<file path="src/rtl/csr_pkg.sv">
// Shared definitions for the machine-mode CSR / trap sequencer.
//   - request op codes and CSR index encoding (decoder encoding)
//   - FSM state type
//   - mstatus field positions and the ecall cause code
package csr_pkg;

    localparam logic [2:0] OP_CSRRW = 3'd0;
    localparam logic [2:0] OP_CSRRS = 3'd1;
    localparam logic [2:0] OP_ECALL = 3'd2;
    localparam logic [2:0] OP_MRET  = 3'd3;

    localparam logic [1:0] CSR_MSTATUS = 2'd0;
    localparam logic [1:0] CSR_MTVEC   = 2'd1;
    localparam logic [1:0] CSR_MEPC    = 2'd2;
    localparam logic [1:0] CSR_MCAUSE  = 2'd3;

    typedef enum logic [2:0] {
        ST_IDLE,
        ST_CSR,
        ST_EPC,
        ST_CAUSE,
        ST_MRET,
        ST_RESP
    } state_t;

    localparam int unsigned MSTATUS_MIE    = 3;
    localparam int unsigned MSTATUS_MPIE   = 7;
    localparam int unsigned MSTATUS_MPP_LO = 11;
    localparam int unsigned MSTATUS_MPP_HI = 12;

    localparam int unsigned CAUSE_ECALL_M = 11;

    // Only CSRRW/CSRRS touch the addressed CSR; reserved ops are no-ops.
    function automatic logic is_csr_op(input logic [2:0] op);
        return (op == OP_CSRRW) || (op == OP_CSRRS);
    endfunction

endpackage

</file>
<file path="src/rtl/csr_regfile.sv">
// Machine-mode CSR storage: mstatus, mtvec, mepc, mcause.
// Ports:
//   clk, rst_n        clock, async active-low reset
//   i_rd_idx/o_rd_data  combinational read port
//   i_we/i_wr_idx/i_wr_data  write port, WARL masks applied here
//   i_trap_enter      ecall entry: mcause <= 11, MPIE <= MIE, MIE <= 0
//   i_trap_ret        mret: MIE <= MPIE, MPIE <= 1
module csr_regfile
    import csr_pkg::*;
#(
    parameter int unsigned      XLEN        = 64,
    parameter logic [XLEN-1:0]  MSTATUS_RST = 64'h0000_000a_0000_1800
) (
    input  logic            clk,
    input  logic            rst_n,
    input  logic [1:0]      i_rd_idx,
    output logic [XLEN-1:0] o_rd_data,
    input  logic            i_we,
    input  logic [1:0]      i_wr_idx,
    input  logic [XLEN-1:0] i_wr_data,
    input  logic            i_trap_enter,
    input  logic            i_trap_ret
);

    logic [XLEN-1:0] r_mstatus;
    logic [XLEN-1:0] r_mtvec;
    logic [XLEN-1:0] r_mepc;
    logic [XLEN-1:0] r_mcause;

    logic [XLEN-1:0] w_mstatus_wr;
    logic [XLEN-1:0] w_mstatus_trap;
    logic [XLEN-1:0] w_aligned_wr;

    always_comb begin
        o_rd_data = '0;
        case (i_rd_idx)
            CSR_MSTATUS: o_rd_data = r_mstatus;
            CSR_MTVEC:   o_rd_data = r_mtvec;
            CSR_MEPC:    o_rd_data = r_mepc;
            CSR_MCAUSE:  o_rd_data = r_mcause;
            default:     o_rd_data = '0;
        endcase
    end

    // WARL: MPP is hard-wired to M; mtvec/mepc are word aligned (direct mode).
    always_comb begin
        w_mstatus_wr = i_wr_data;
        w_mstatus_wr[MSTATUS_MPP_HI:MSTATUS_MPP_LO] = 2'b11;
        w_aligned_wr = {i_wr_data[XLEN-1:2], 2'b00};
    end

    always_comb begin
        w_mstatus_trap = r_mstatus;
        if (i_trap_enter) begin
            w_mstatus_trap[MSTATUS_MPIE] = r_mstatus[MSTATUS_MIE];
            w_mstatus_trap[MSTATUS_MIE]  = 1'b0;
        end else if (i_trap_ret) begin
            w_mstatus_trap[MSTATUS_MIE]  = r_mstatus[MSTATUS_MPIE];
            w_mstatus_trap[MSTATUS_MPIE] = 1'b1;
        end
        w_mstatus_trap[MSTATUS_MPP_HI:MSTATUS_MPP_LO] = 2'b11;
    end

    always_ff @(posedge clk or negedge rst_n) begin
        if (!rst_n) begin
            r_mstatus <= MSTATUS_RST;
            r_mtvec   <= '0;
            r_mepc    <= '0;
            r_mcause  <= '0;
        end else begin
            if (i_trap_enter || i_trap_ret) begin
                r_mstatus <= w_mstatus_trap;
            end
            if (i_trap_enter) begin
                r_mcause <= XLEN'(CAUSE_ECALL_M);
            end
            if (i_we) begin
                case (i_wr_idx)
                    CSR_MSTATUS: r_mstatus <= w_mstatus_wr;
                    CSR_MTVEC:   r_mtvec   <= w_aligned_wr;
                    CSR_MEPC:    r_mepc    <= w_aligned_wr;
                    CSR_MCAUSE:  r_mcause  <= i_wr_data;
                    default:     ;
                endcase
            end
        end
    end

endmodule

</file>
<file path="src/rtl/csr_trap_ctrl.sv">
// Multi-cycle sequencer for M-mode CSR access, ecall and mret.
// Ports:
//   clk, rst_n                 clock, async active-low reset
//   req_valid/req_ready        request handshake (ready only in IDLE)
//   req_op, req_csr            op code and CSR index (csr_pkg encodings)
//   req_wdata, req_pc          rs1 value and instruction PC
//   rsp_valid                  one-cycle completion pulse
//   rsp_rdata                  old CSR value for CSR ops, else 0
//   rsp_redirect, rsp_target   fetch redirect for ecall/mret
module csr_trap_ctrl
    import csr_pkg::*;
#(
    parameter int unsigned      XLEN        = 64,
    parameter logic [XLEN-1:0]  MSTATUS_RST = 64'h0000_000a_0000_1800
) (
    input  logic            clk,
    input  logic            rst_n,
    input  logic            req_valid,
    output logic            req_ready,
    input  logic [2:0]      req_op,
    input  logic [1:0]      req_csr,
    input  logic [XLEN-1:0] req_wdata,
    input  logic [XLEN-1:0] req_pc,
    output logic            rsp_valid,
    output logic [XLEN-1:0] rsp_rdata,
    output logic            rsp_redirect,
    output logic [XLEN-1:0] rsp_target
);

    state_t          r_state;
    state_t          w_next;
    logic [2:0]      r_op;
    logic [1:0]      r_csr;
    logic [XLEN-1:0] r_wdata;
    logic [XLEN-1:0] r_pc;
    logic [XLEN-1:0] r_rdata;
    logic [XLEN-1:0] r_target;

    logic            w_accept;
    logic [1:0]      w_rd_idx;
    logic [XLEN-1:0] w_rd_data;
    logic            w_we;
    logic [1:0]      w_wr_idx;
    logic [XLEN-1:0] w_wr_data;
    logic            w_trap_enter;
    logic            w_trap_ret;

    csr_regfile #(
        .XLEN        (XLEN),
        .MSTATUS_RST (MSTATUS_RST)
    ) u_regfile (
        .clk          (clk),
        .rst_n        (rst_n),
        .i_rd_idx     (w_rd_idx),
        .o_rd_data    (w_rd_data),
        .i_we         (w_we),
        .i_wr_idx     (w_wr_idx),
        .i_wr_data    (w_wr_data),
        .i_trap_enter (w_trap_enter),
        .i_trap_ret   (w_trap_ret)
    );

    assign w_accept = req_valid && req_ready;

    always_comb begin
        w_next       = r_state;
        req_ready    = 1'b0;
        rsp_valid    = 1'b0;
        rsp_redirect = 1'b0;
        w_rd_idx     = r_csr;
        w_we         = 1'b0;
        w_wr_idx     = r_csr;
        w_wr_data    = r_wdata;
        w_trap_enter = 1'b0;
        w_trap_ret   = 1'b0;
        case (r_state)
            ST_IDLE: begin
                req_ready = 1'b1;
                if (req_valid) begin
                    case (req_op)
                        OP_ECALL: w_next = ST_EPC;
                        OP_MRET:  w_next = ST_MRET;
                        default:  w_next = ST_CSR;
                    endcase
                end
            end
            ST_CSR: begin
                if (is_csr_op(r_op)) begin
                    w_we      = 1'b1;
                    w_wr_data = (r_op == OP_CSRRS) ? (w_rd_data | r_wdata) : r_wdata;
                end
                w_next = ST_RESP;
            end
            ST_EPC: begin
                // The mepc WARL mask drops pc[1:0], so the full PC is written.
                w_we      = 1'b1;
                w_wr_idx  = CSR_MEPC;
                w_wr_data = r_pc;
                w_next    = ST_CAUSE;
            end
            ST_CAUSE: begin
                w_trap_enter = 1'b1;
                w_rd_idx     = CSR_MTVEC;
                w_next       = ST_RESP;
            end
            ST_MRET: begin
                w_trap_ret = 1'b1;
                w_rd_idx   = CSR_MEPC;
                w_next     = ST_RESP;
            end
            ST_RESP: begin
                rsp_valid    = 1'b1;
                rsp_redirect = (r_op == OP_ECALL) || (r_op == OP_MRET);
                w_next       = ST_IDLE;
            end
            default: w_next = ST_IDLE;
        endcase
    end

    always_ff @(posedge clk or negedge rst_n) begin
        if (!rst_n) begin
            r_state <= ST_IDLE;
        end else begin
            r_state <= w_next;
        end
    end

    // Response registers are cleared on accept so fields that do not apply
    // to the op read as 0 during RESP.
    always_ff @(posedge clk or negedge rst_n) begin
        if (!rst_n) begin
            r_op     <= '0;
            r_csr    <= '0;
            r_wdata  <= '0;
            r_pc     <= '0;
            r_rdata  <= '0;
            r_target <= '0;
        end else begin
            if (w_accept) begin
                r_op     <= req_op;
                r_csr    <= req_csr;
                r_wdata  <= req_wdata;
                r_pc     <= req_pc;
                r_rdata  <= '0;
                r_target <= '0;
            end
            case (r_state)
                ST_CSR: begin
                    if (is_csr_op(r_op)) begin
                        r_rdata <= w_rd_data;
                    end
                end
                ST_CAUSE, ST_MRET: r_target <= w_rd_data;
                default: ;
            endcase
        end
    end

    assign rsp_rdata  = r_rdata;
    assign rsp_target = r_target;

endmodule

</file>
<file path="config.mk">
export PLATFORM = sky130hd
export DESIGN_NAME = csr_trap_ctrl
export DESIGN_NICKNAME = d
export VERILOG_FILES = /design/src/rtl/csr_pkg.sv /design/src/rtl/csr_regfile.sv /design/src/rtl/csr_trap_ctrl.sv
export SDC_FILE = /design/constraint.sdc
export NUM_CORES = 1
export LEC_CHECK = 0
export ABC_AREA = 0
export CELL_PAD_IN_SITES_DETAIL_PLACEMENT = 1
export CELL_PAD_IN_SITES_GLOBAL_PLACEMENT = 1
export CORE_UTILIZATION = 49
export CTS_BUF_LIST = sky130_fd_sc_hd__clkbuf_2
export DETAILED_ROUTE_END_ITERATION = 16
export GPL_TIMING_DRIVEN = 0
export PLACE_DENSITY = 0.9
export SKIP_CTS_REPAIR_TIMING = 1
export SYNTH_ARGS = -nofsm -noshare
export SYNTH_HDL_FRONTEND = slang
export SYNTH_SLANG_ARGS = --single-unit
</file>
<file path="constraint.sdc">
create_clock -name clk -period 4 [get_ports clk]
set_clock_uncertainty 0.2 [all_clocks]
set_input_delay 0.8 -clock clk [delete_from_list [all_inputs] [get_ports clk]]
set_output_delay 0.8 -clock clk [all_outputs]
set_load 0.02 [all_outputs]
</file>
==> summary.md <==
| Metric | Value |
|---|---|
| Status | finished, violations left |
| Failing checks | negative setup slack |
| Hold Crit Class | input pin to flip-flop |
| Asr flop ratio synth | 100% |
| Reg-to-reg setup timing slack | -0.04 ns |
| Total congestion overflow | 0 |
| Most used cell along the critical path | o21ai_0 |
| Sequential cell area fraction in the yosys report | 57.5% |
| Synth Instances | 2131 |
| Layout cell share with drive strength beyond 1 | 14.9% |
| Worst EP arrival | 5.03 ns |
| Die Wd | 216 um |
| Top delay family on crit path | buffers and inverters |
| DP HPWL | 56400 um |
| Power Density | 857 nW/um^2 |
| Area Growth Syn to Fin | 27.6% |
| Routed vias/inst | 6.34 |
| Max Fclk | 248 MHz |
| Final instance area | 28700 sq um |
| RR Endpoint | u_regfile.r_mepc[20] |
| Mapped Avg Cell Area | 10.5 sq um |
| Seq. cell area | 12900 sq um |
| Yosys reg bits | 516 |
| Worst slew pin tran | 1.28 ns |
| # setup viols final | 2 |
| CP startpoint kind | flip-flop |
| Std-Cell Rows | 78 |
| Crit path to | u_regfile.r_mepc[20] |
| Initial antenna violation count | 3 |
| Crit. path cell count | 8 |
| Yosys synthesis warning count | 0 |
| Footprint of the multi-input gates | 8560 sq um |
| Max-Cap Viols | 0 |
| Reg2Reg Depth | 8 |
| Setup crit end kind | flip-flop |
| CP cell instances | nand2b_1 -> nor2_1 -> clkdlybuf4s15_1 -> buf_2 -> mux2i_1 -> nand2_1 -> o21ai_0 -> o21ai_0 |
| DR WL/cell | 27.2 um |
| CTS root buffer | clkbuf_2 |
| Placed Area | 26000 sq um |
| CP Max Fanout | 10 |
| Htree depth | 4 |
| GP Congestion | 0.869 |
| Largest net degree at the start of global routing | 127 |
| CTS tree | yes |
| Num ports | 267 |
| Ys flop type | dfrtp_1 |
| Post-Place Worst Slack | -0.349 ns |
| CTS Buffer Depth | 3 |
| CP Launch Point | r_state[2] |
| First-pass GRT wire length | 127000 um |
| Commonest cells after routing, fill and taps aside | dfrtp_1, o21ai_0, clkdlybuf4s50_1 |
| Worst path slowest cell | clkdlybuf4s15_1 |
| Tmin final | 4.04 ns |
| TritonCTS Sinks | 516 |
| Peak supply drop | 395 uV |
| Total power | 24.6 mW |
| Via count | 21400 |
| Leak | 12.1 nW |
| Worst setup margin | -0.0395 ns |
| Drt drc | 0 |
| Syn_nets | 2267 |
| Critical path's largest stage delay | 1.10 ns |
| Routed WL | 92100 um |
| Final Slew Violations | 0 |
| Vias in the first global route | 21900 |
| Crit Path Class | flip-flop to flip-flop |
| Core Region | 45300 sq um |
| Fill cells | 4910 |
| EDFF count, synth | 0 |
| Clk Latency, worst-skew pair | 1.36 ns |
| Post-synth cell types | 44 |
| Starting Density | 49.6% |
| Final hold violations | 0 |
| Pre-Repair DR Iteration Count | 5 |
| Die area | 46700 sq um |
| Post-route ant nets | 0 |
| Crit path buf inv count | 2 |
| Tcrit/Tclk final | 101% |
| R2r startpoint | r_state[2] |
| Global Route Usage Sum | 35.4% |
| CTS clock-pin slew for the worst setup and hold paths | 0.11 ns |
| PortBufs | 266 |
| Critical Path RT | 4.99 ns |
| Mapped Area | 22500 sq um |
| Most common cell after layout, fill and taps aside | dfrtp_1 |
| Cts bufs inserted | 139 |
| Slew margin rel. | 14.1% |
| DRT iter0 DRCs | 2287 |
| Die height | 216 um |
| Fin nets | 2815 |
-- through the flow --
step / std cells / utilization (%) / hold slack (ns) / TNS (ns)
finish: 3385 / 63.3 / 0.0840 / -0.0528
global route: 3377 / 63.3 / 0.0277 / -0.0544
CTS: 3240 / 60.2 / -0.828 / -0.685
detailed placement: 3002 / 57.5 / 0.269 / -3.33
global placement: 2997 / 57.2 / 0.261 / -
floorplan: 2131 / - / 0.241 / 0
-- synthesized netlist by cell type, types with 62 or more instances --
library cell  number  area share, %
mux2i_1           64            2.9
nand2_1          257            4.3
dfrtp_1          512             57
mux2_2           132            6.6
nor2_1            88            1.5
clkbuf_1         116            1.9
inv_1             62            1.0
o21ai_0          352            7.8
a21oi_1          184            4.1
-- final cells by class --
type / count / share of cell area (%)
Clock inverter: 30 / 0.668
Inverter: 62 / 0.812
Clock buffer: 208 / 3.63
Timing Repair Buffer: 407 / 14.6
Multi-Input combinational cell: 1379 / 29.8
Tap cell: 600 / 2.62
Antenna cell: 9 / 0.0785
Buffer: 174 / 2.73
Sequential cell: 516 / 45.0
-- worst min-delay path by stage --
stage,startpoint,endpoint,slack [ns],depth (start not counted)
2_1_floorplan,u_regfile.r_mtvec[7],u_regfile.r_mtvec[7],0.24,2
3_3_place_gp,u_regfile.r_mtvec[7],u_regfile.r_mtvec[7],0.26,2
3_5_place_dp,u_regfile.r_mtvec[7],u_regfile.r_mtvec[7],0.27,2
4_1_cts,rst_n,rsp_rdata[62],-0.83,1
5_1_grt,req_op[2],r_op[2],0.03,2
6_report,req_op[2],r_op[2],0.08,2
-- registers in the layout (all words and copies together), names as in the netlist --
name                 cells
r_csr                    2
r_op                     3
r_pc                    64
r_state                  3
r_wdata                 64
rsp_rdata               64
rsp_target              64
u_regfile.r_mcause      64
u_regfile.r_mepc        62
u_regfile.r_mstatus     64
u_regfile.r_mtvec       62
-- power breakdown --
part | switching, mW | total, mW | internal [mW]
Combinational | 7.50 | 11.5 | 3.99
Sequential | 1.50 | 9.06 | 7.56
Clock | 2.45 | 4.01 | 1.56
Total | 11.5 | 24.6 | 13.1
-- cell families after synthesis --
kind of cell,share of synthesized area [%]
flops,57.5
buf+inv,4.48
compound gates,21.9
mux,9.47
simple gates,6.61
-- routing by layer --
layer  global-route usage, %  vias to the layer above  routed length (um)
met5                       0                        -                   0
met4                    18.5                        0                4960
met3                    8.77                      367                7280
met2                    56.7                     1323               45500
met1                    44.5                    10900               34300
li1                        -                     8824                   -
Power figures use the tool's default switching activity.
